## src/rtl/led_pkg.sv

```systemverilog
// rtl/led_pkg.sv - shared widths, level type and helpers for the LED fade/PWM stage
package led_pkg;

    localparam int N_LEDS   = 8;
    localparam int PWM_BITS = 4;
    localparam int PWM_MAX  = (1 << PWM_BITS) - 1;
    localparam int PWM_LAST = PWM_MAX - 1;

    typedef logic [PWM_BITS-1:0] lvl_t;

    // Afterglow steps down one level and parks at zero instead of wrapping to full.
    function automatic lvl_t sat_dec(input lvl_t v);
        return (v == '0) ? '0 : v - lvl_t'(1);
    endfunction

endpackage

```

## src/rtl/led_fade_channel.sv

```systemverilog
// rtl/led_fade_channel.sv - one LED channel: level register, fade update and PWM compare
module led_fade_channel
    import led_pkg::*;
(
    input  logic clk,
    input  logic rst,
    input  logic boundary,
    input  logic decay_due,
    input  logic led,
    input  lvl_t brightness,
    input  logic en_fade,
    input  lvl_t pwm_cnt_next,
    output logic pwm
);

    lvl_t lvl;
    lvl_t lvl_next;

    always_comb begin
        lvl_next = lvl;
        if (boundary) begin
            if (led) begin
                lvl_next = brightness;
            end else if (!en_fade) begin
                lvl_next = '0;
            end else if (decay_due) begin
                lvl_next = sat_dec(lvl);
            end
        end
    end

    // Compare against the next count so the registered output lines up with it.
    always_ff @(posedge clk or posedge rst) begin
        if (rst) begin
            lvl <= '0;
            pwm <= 1'b0;
        end else begin
            lvl <= lvl_next;
            pwm <= (pwm_cnt_next < lvl_next);
        end
    end

endmodule

```

## src/rtl/led_fade_pwm.sv

```systemverilog
// rtl/led_fade_pwm.sv - per-LED PWM brightness with optional afterglow decay
module led_fade_pwm
    import led_pkg::*;
#(
    parameter int DECAY_DIV = 1024
) (
    input  logic              clk,
    input  logic              rst,
    input  logic [N_LEDS-1:0] leds_in,
    input  lvl_t              brightness,
    input  logic              en_fade,
    output logic [N_LEDS-1:0] pwm_out,
    output logic              frame_start
);

    localparam int DW = (DECAY_DIV > 1) ? $clog2(DECAY_DIV) : 1;

    if (DECAY_DIV < PWM_MAX) begin : g_div_check
        $error("led_fade_pwm: DECAY_DIV must be at least one PWM frame long");
    end

    lvl_t          pwm_cnt;
    lvl_t          pwm_cnt_next;
    logic          boundary;
    logic [DW-1:0] decay_cnt;
    logic [DW-1:0] decay_cnt_next;
    logic          decay_wrap;
    logic          decay_pend;
    logic          decay_pend_next;
    logic          decay_due;

    always_comb begin
        boundary       = (pwm_cnt == lvl_t'(PWM_LAST));
        pwm_cnt_next   = boundary ? '0 : pwm_cnt + lvl_t'(1);
        decay_wrap     = (decay_cnt == DW'(DECAY_DIV - 1));
        decay_cnt_next = decay_wrap ? '0 : decay_cnt + DW'(1);
        // A wrap landing on a boundary is consumed right there, never left pending.
        decay_due       = boundary && (decay_pend || decay_wrap);
        decay_pend_next = decay_pend;
        if (decay_due) begin
            decay_pend_next = 1'b0;
        end else if (decay_wrap) begin
            decay_pend_next = 1'b1;
        end
    end

    always_ff @(posedge clk or posedge rst) begin
        if (rst) begin
            pwm_cnt     <= '0;
            decay_cnt   <= '0;
            decay_pend  <= 1'b0;
            frame_start <= 1'b0;
        end else begin
            pwm_cnt     <= pwm_cnt_next;
            decay_cnt   <= decay_cnt_next;
            decay_pend  <= decay_pend_next;
            frame_start <= (pwm_cnt_next == '0);
        end
    end

    for (genvar i = 0; i < N_LEDS; i++) begin : g_ch
        led_fade_channel u_ch (
            .clk          (clk),
            .rst          (rst),
            .boundary     (boundary),
            .decay_due    (decay_due),
            .led          (leds_in[i]),
            .brightness   (brightness),
            .en_fade      (en_fade),
            .pwm_cnt_next (pwm_cnt_next),
            .pwm          (pwm_out[i])
        );
    end

endmodule

```

## config.mk

```make
export PLATFORM = sky130hd
export DESIGN_NAME = led_fade_pwm
export DESIGN_NICKNAME = d
export VERILOG_FILES = /design/src/rtl/led_pkg.sv /design/src/rtl/led_fade_channel.sv /design/src/rtl/led_fade_pwm.sv
export SDC_FILE = /design/constraint.sdc
export NUM_CORES = 1
export LEC_CHECK = 0
export BUFFER_PORTS_ARGS = -buffer_cell sky130_fd_sc_hd__buf_2
export CAP_MARGIN = 40
export CORE_AREA = 2 2 104 106
export CTS_CLUSTER_DIAMETER = 40
export DETAILED_ROUTE_END_ITERATION = 10
export DIE_AREA = 0 0 106 108
export GPL_TIMING_DRIVEN = 0
export PLACE_DENSITY = 0.6
export SLEW_MARGIN = 20
export SYNTH_ARGS = -nofsm -noshare
export SYNTH_HDL_FRONTEND = slang
export SYNTH_SLANG_ARGS = --single-unit
```

## constraint.sdc

```tcl
create_clock -name clk -period 4.8 [get_ports clk]
set_input_delay 0.48 -clock clk [delete_from_list [all_inputs] [get_ports clk]]
set_output_delay 0.48 -clock clk [all_outputs]
set_load 0.01 [all_outputs]
```

* Word-level counts from Yosys, hierarchy flattened
Cells that the tools add are included.
Storage, ports and cells: register bits after elaboration 56, input port bits 15
Cells by class: reduce and logical (&&, ||, !) cells 12, mux-type cells 44, add/sub/neg operators 10, equality and inequality tests 2, order comparisons 8
Operator list (count):
- 4-bit two-way mux | 41
- 4-bit zero test | 9
- 4-bit less-than comparator | 8
- 4-bit by 1-bit subtractor with 4-bit output (second input constant) | 8
- 10-bit by 1-bit adder with 10-bit output (second input constant) | 1
- 10-bit == test (second input constant) | 1
- 10-bit two-way mux | 1
- 4-bit by 1-bit adder with 4-bit output (second input constant) | 1
- 4-bit == test (second input constant) | 1
- 1-bit two-way mux | 2
- 2-bit nonzero test | 1
- 1-bit logical AND | 1
- 1-bit logical OR | 1

* Logic depth before layout (Yosys ltp)
word-level depth 8, gate-level depth with buffers 13, depth with buffers taken out 10

* Hierarchy
From an unflattened synthesis, not the netlist that was laid out.
Unflattened totals: cells, all modules 417, area total of the unflattened synthesis 4011.3 µm²
By module, submodules not included:
- led_fade_channel | area each 411.6 µm², cells an instance 44, instances 8
- led_fade_pwm | area each 718.2 µm², cells an instance 65, instances 1

* Least setup slack after synthesis
Ideal clock, no wire load.
path kind flip-flop to flip-flop, start register decay_cnt[0], end register g_ch[5].u_ch.pwm, data required time 4.718 ns, path slack 2.164 ns, cell stages (with the launch flop) 13, period minus slack after synthesis 2.636 ns, arrival 2.554 ns, buffers on the path 3, path through dfrtp_1 -> ha_1 -> and2_1 -> buf_4 -> a31o_2 -> buf_4 -> buf_6 -> a31o_2 -> o311a_1 -> ha_1 -> a2111oi_0 -> nor2_1 -> a31oi_1
On the way: longest elaborated chain between the ends 8
RTL lines:
- start, declared | RTL line led_fade_pwm.sv:25 | logic [DW-1:0] decay_cnt;
- start signal, assigned | RTL line led_fade_pwm.sv:55 | decay_cnt <= decay_cnt_next;
- 10-bit == test | RTL line led_fade_pwm.sv:35 | decay_wrap = (decay_cnt == DW'(DECAY_DIV - 1));
- 1-bit logical OR | RTL line led_fade_pwm.sv:38 | decay_due = boundary && (decay_pend || decay_wrap);
- 1-bit logical AND | RTL line led_fade_pwm.sv:38
- 4-bit two-way mux | RTL line led_fade_channel.sv:26 | end else if (decay_due) begin
- 4-bit two-way mux | RTL line led_fade_channel.sv:24 | end else if (!en_fade) begin
- 4-bit two-way mux | RTL line led_fade_channel.sv:22 | if (led) begin
- 4-bit two-way mux | RTL line led_fade_channel.sv:21 | if (boundary) begin
- 4-bit less-than comparator | RTL line led_fade_channel.sv:39 | pwm <= (pwm_cnt_next < lvl_next);
- end signal, assigned | RTL line led_fade_channel.sv:39
- end, declared | RTL line led_fade_channel.sv:13 | output logic pwm
No other way between the ends. A chain may end at the register's enable or synchronous reset.

* Worst setup path in the final report
start register pwm_cnt[0], end register g_ch[1].u_ch.pwm
On the way: longest elaborated chain between the ends 7
RTL lines:
- start, declared | RTL line led_fade_pwm.sv:22 | lvl_t pwm_cnt;
- start signal, assigned | RTL line led_fade_pwm.sv:54 | pwm_cnt <= pwm_cnt_next;
- 4-bit == test | RTL line led_fade_pwm.sv:33 | boundary = (pwm_cnt == lvl_t'(PWM_LAST));
- 1-bit logical AND | RTL line led_fade_pwm.sv:38
- 4-bit two-way mux | RTL line led_fade_channel.sv:26
- 4-bit two-way mux | RTL line led_fade_channel.sv:24
- 4-bit two-way mux | RTL line led_fade_channel.sv:22
- 4-bit two-way mux | RTL line led_fade_channel.sv:21
- 4-bit less-than comparator * | RTL line led_fade_channel.sv:39
- end signal, assigned | RTL line led_fade_channel.sv:39
- end, declared | RTL line led_fade_channel.sv:13
Every way passes the cells marked *; elsewhere a longest branch is shown, timed or not.

==> impl_metrics.json <==
{
  "ys.flop_type": "dfrtp_1",
  "power.density_nw_per_um2": 239,
  "syn_nets": 493,
  "synth-seq-area-share": 0.349,
  "dieArea_um2": 11400,
  "fin_setup_tns_ns": 0,
  "ys_seq_elements": 56,
  "worstRegToRegCells": 10,
  "p_total_mw": 1.06,
  "num_antenna_cells": 0,
  "maxSlewHeadroom": 0.521,
  "period_minus_slack_ns": 3.36,
  "place.gp.congestion": 0.888,
  "hpwl_um": 8540,
  "portBuffers": 18,
  "cts_tree": "done",
  "synth_compound_area_frac": 0.266,
  "cts-htree-levels": 2,
  "synthToLayoutAreaGrowth_pct": 10.6,
  "crit_path_end_kind": "register",
  "cts_buffers": 5,
  "slew_viol_final": 0,
  "synthMuxAreaShare": 0,
  "die_h_um": 108,
  "grt_pass1_wl_um": 19600,
  "grt_pass1_vias": 3780,
  "grt_overflow": 0,
  "final-setup-viol-count": 0,
  "grt_busiest_layer": "met2",
  "ir_drop_v": 0.000114,
  "crit_required_ns": 5.01,
  "syn_area_per_cell_um2": 8.86,
  "drc": 0,
  "clock_latency_ns": 0.33,
  "clkSlewWorstSetupHoldPaths_ns": 0.11,
  "synth_top_family_by_area": "compound AO/OA/AOI/OAI gates",
  "fin_crit_sh": 0.701,
  "cp-start-kind": "register",
  "status": "finished clean",
  "hp-class": "input pin to asynchronous set/reset pin",
  "leakage_nw": 1.84,
  "ctsHoldBuffers": 0,
  "track_usage": 0.224,
  "grt_antenna_before_repair": 0,
  "ant_nets": 0,
  "synth_cell_type_count": 59,
  "hold_viol_final": 0,
  "nets": 523,
  "postCtsResizedCells": 0,
  "synth_edf_count": 0,
  "wirelength_um": 12500,
  "synth_warnings": 0,
  "synth-adder-area-share": 0.0780,
  "cts_sinks": 56,
  "path_max_fanout": 10,
  "crit_arrival_ns": 3.57,
  "die_x_um": 106,
  "rsz0062_at_grt": "false",
  "start_util": 0.392,
  "met1_usage": 0.289,
  "crit_type": "register to register",
  "skew_ns": 0.0153,
  "cts-root-buf": "clkbuf_8",
  "ff2ff_setup_slack_ns": 1.44,
  "synth_simple_gate_area_frac": 0.229,
  "met2_usage": 0.351,
  "clk_path_buf_depth": 2,
  "via_count": 3924,
  "fillers": 997,
  "io_pins": 24,
  "grt_use_met3": 0.0458,
  "rr_startpoint": "pwm_cnt[0]",
  "tightest_slew_ns": 0.718,
  "core_um2": 10200,
  "grt_max_degree": 37,
  "synth_xor_area_frac": 0.0175,
  "cap_viol_max_count": 0,
  "rows": 37,
  "synth_area_um2": 4010,
  "drt-initial-drc-count": 338,
  "post_cts_buffers": 0,
  "drive_gt1_frac": 0.134,
  "wl_per_cell_um": 20.2,
  "fmax_ghz": 0.297,
  "routed_via_density": 6.33,
  "firstDrtPassIters": 5,
  "async_flop_share": 1.00,
  "syn-instance-count": 453,
  "rr_endpoint": "g_ch[1].u_ch.pwm"
}
-- routing by layer --
layer  routed length (um)  up-vias
li1                     -     1822
met4                  515        0
met1                 5420     1903
met3                  824       41
met5                    0        -
met2                 5770      158
-- area by class of cell --
| cell class | instances | area [um2] | share of cell area |
|---|---|---|---|
| repair buffers | 23 | 144 | 0.0324 |
| plain buffers | 40 | 220 | 0.0496 |
| clock inverters | 2 | 35.0 | 0.00790 |
| multi-input cells | 351 | 2370 | 0.534 |
| well taps | 136 | 170 | 0.0384 |
| flip-flops and latches | 56 | 1400 | 0.316 |
| inverters | 6 | 25.0 | 0.00564 |
| clock buffers | 6 | 72.6 | 0.0164 |
-- worst max path at each step --
stage                             from          endpoint  depth (start not counted)
after floorplan           decay_cnt[0]  g_ch[5].u_ch.pwm                         12
after global placement      pwm_cnt[3]  g_ch[1].u_ch.pwm                          6
after detailed placement    pwm_cnt[0]  g_ch[1].u_ch.pwm                         10
after CTS                   pwm_cnt[0]  g_ch[1].u_ch.pwm                         10
after global routing        pwm_cnt[0]  g_ch[6].u_ch.pwm                         11
final                       pwm_cnt[0]  g_ch[1].u_ch.pwm                         10
-- cell usage in the layout, fill, tap and decap left out, types with 4 or more instances in the layout --
cell type,n
a2111oi_0,7
a21oi_1,9
a311o_1,5
a311oi_1,9
a31oi_1,26
and2_1,7
and3_1,22
buf_2,29
buf_4,14
clkbuf_1,16
clkbuf_8,5
dfrtp_1,56
ha_1,25
inv_1,5
nand2_1,17
nand2b_1,5
nand3_1,29
nand4_1,4
nor2_1,37
nor2b_1,9
nor3_1,12
nor4_1,9
o211ai_1,8
o21ai_0,35
o2bb2ai_1,7
or3_1,5
or3b_2,4
xnor2_1,5
-- logic make-up after synthesis --
| kind of cell | Yosys count |
|---|---|
| AOI/OAI and AO/OA | 148 |
| xor gates and xnor gates | 8 |
| adders and majority gates | 25 |
| buffers and inverters | 46 |
| DFF | 56 |
| and+or+nand+nor | 170 |
-- worst max-delay path, cell delays in order (launching register included) --
cell       delay, ns
dfrtp_1         0.37
buf_2           0.16
and4b_1         0.29
buf_2           0.25
clkbuf_1        0.57
nand2_1         0.18
a32oi_1         0.28
ha_1            0.28
a2111oi_0       0.50
nor2_1          0.09
a31oi_1         0.28
-- synth_stat cells (9+ instances only) --
| master | instances | area share |
|---|---|---|
| buf_4 | 11 | 0.021 |
| nand2_1 | 17 | 0.016 |
| clkbuf_1 | 15 | 0.014 |
| buf_2 | 11 | 0.014 |
| a31oi_1 | 26 | 0.041 |
| a311oi_1 | 9 | 0.020 |
| nand3_1 | 29 | 0.036 |
| o21ai_0 | 37 | 0.046 |
| and3_1 | 22 | 0.034 |
| nor2b_1 | 9 | 0.014 |
| ha_1 | 25 | 0.078 |
| nor3_1 | 12 | 0.015 |
| nor2_1 | 37 | 0.035 |
| nor4_1 | 9 | 0.014 |
| a21oi_1 | 9 | 0.011 |
| dfrtp_1 | 56 | 0.35 |
-- flip-flops by register name, indices dropped and copies added (netlist names) --
| signal | flops |
|---|---|
| frame_start | 1 |
| pwm_cnt | 4 |
| g_ch.u_ch.lvl | 32 |
| decay_cnt | 10 |
| g_ch.u_ch.pwm | 8 |
| decay_pend | 1 |
-- through the flow --
| stage | hold slack, ns | utilization | instance area, um2 | setup WS [ns] | std cells |
|---|---|---|---|---|---|
| 2_1_floorplan | 0.424 | - | 4010 | 2.16 | 453 |
| 5_1_grt | 0.104 | 0.434 | 4440 | 1.41 | 620 |
| 4_1_cts | 0.105 | 0.434 | 4440 | 1.62 | 620 |
| 6_report | 0.0903 | 0.434 | 4440 | 1.44 | 620 |
| 3_3_place_gp | 0.435 | 0.418 | 4270 | 1.60 | 607 |
| 3_5_place_dp | 0.448 | 0.423 | 4330 | 1.68 | 612 |
-- power breakdown --
group | total, mW | internal, mW | switching (mW)
registers | 0.537 | 0.505 | 0.0316
logic | 0.196 | 0.0886 | 0.108
clock network | 0.329 | 0.156 | 0.174
Power figures use the tool's default switching activity.
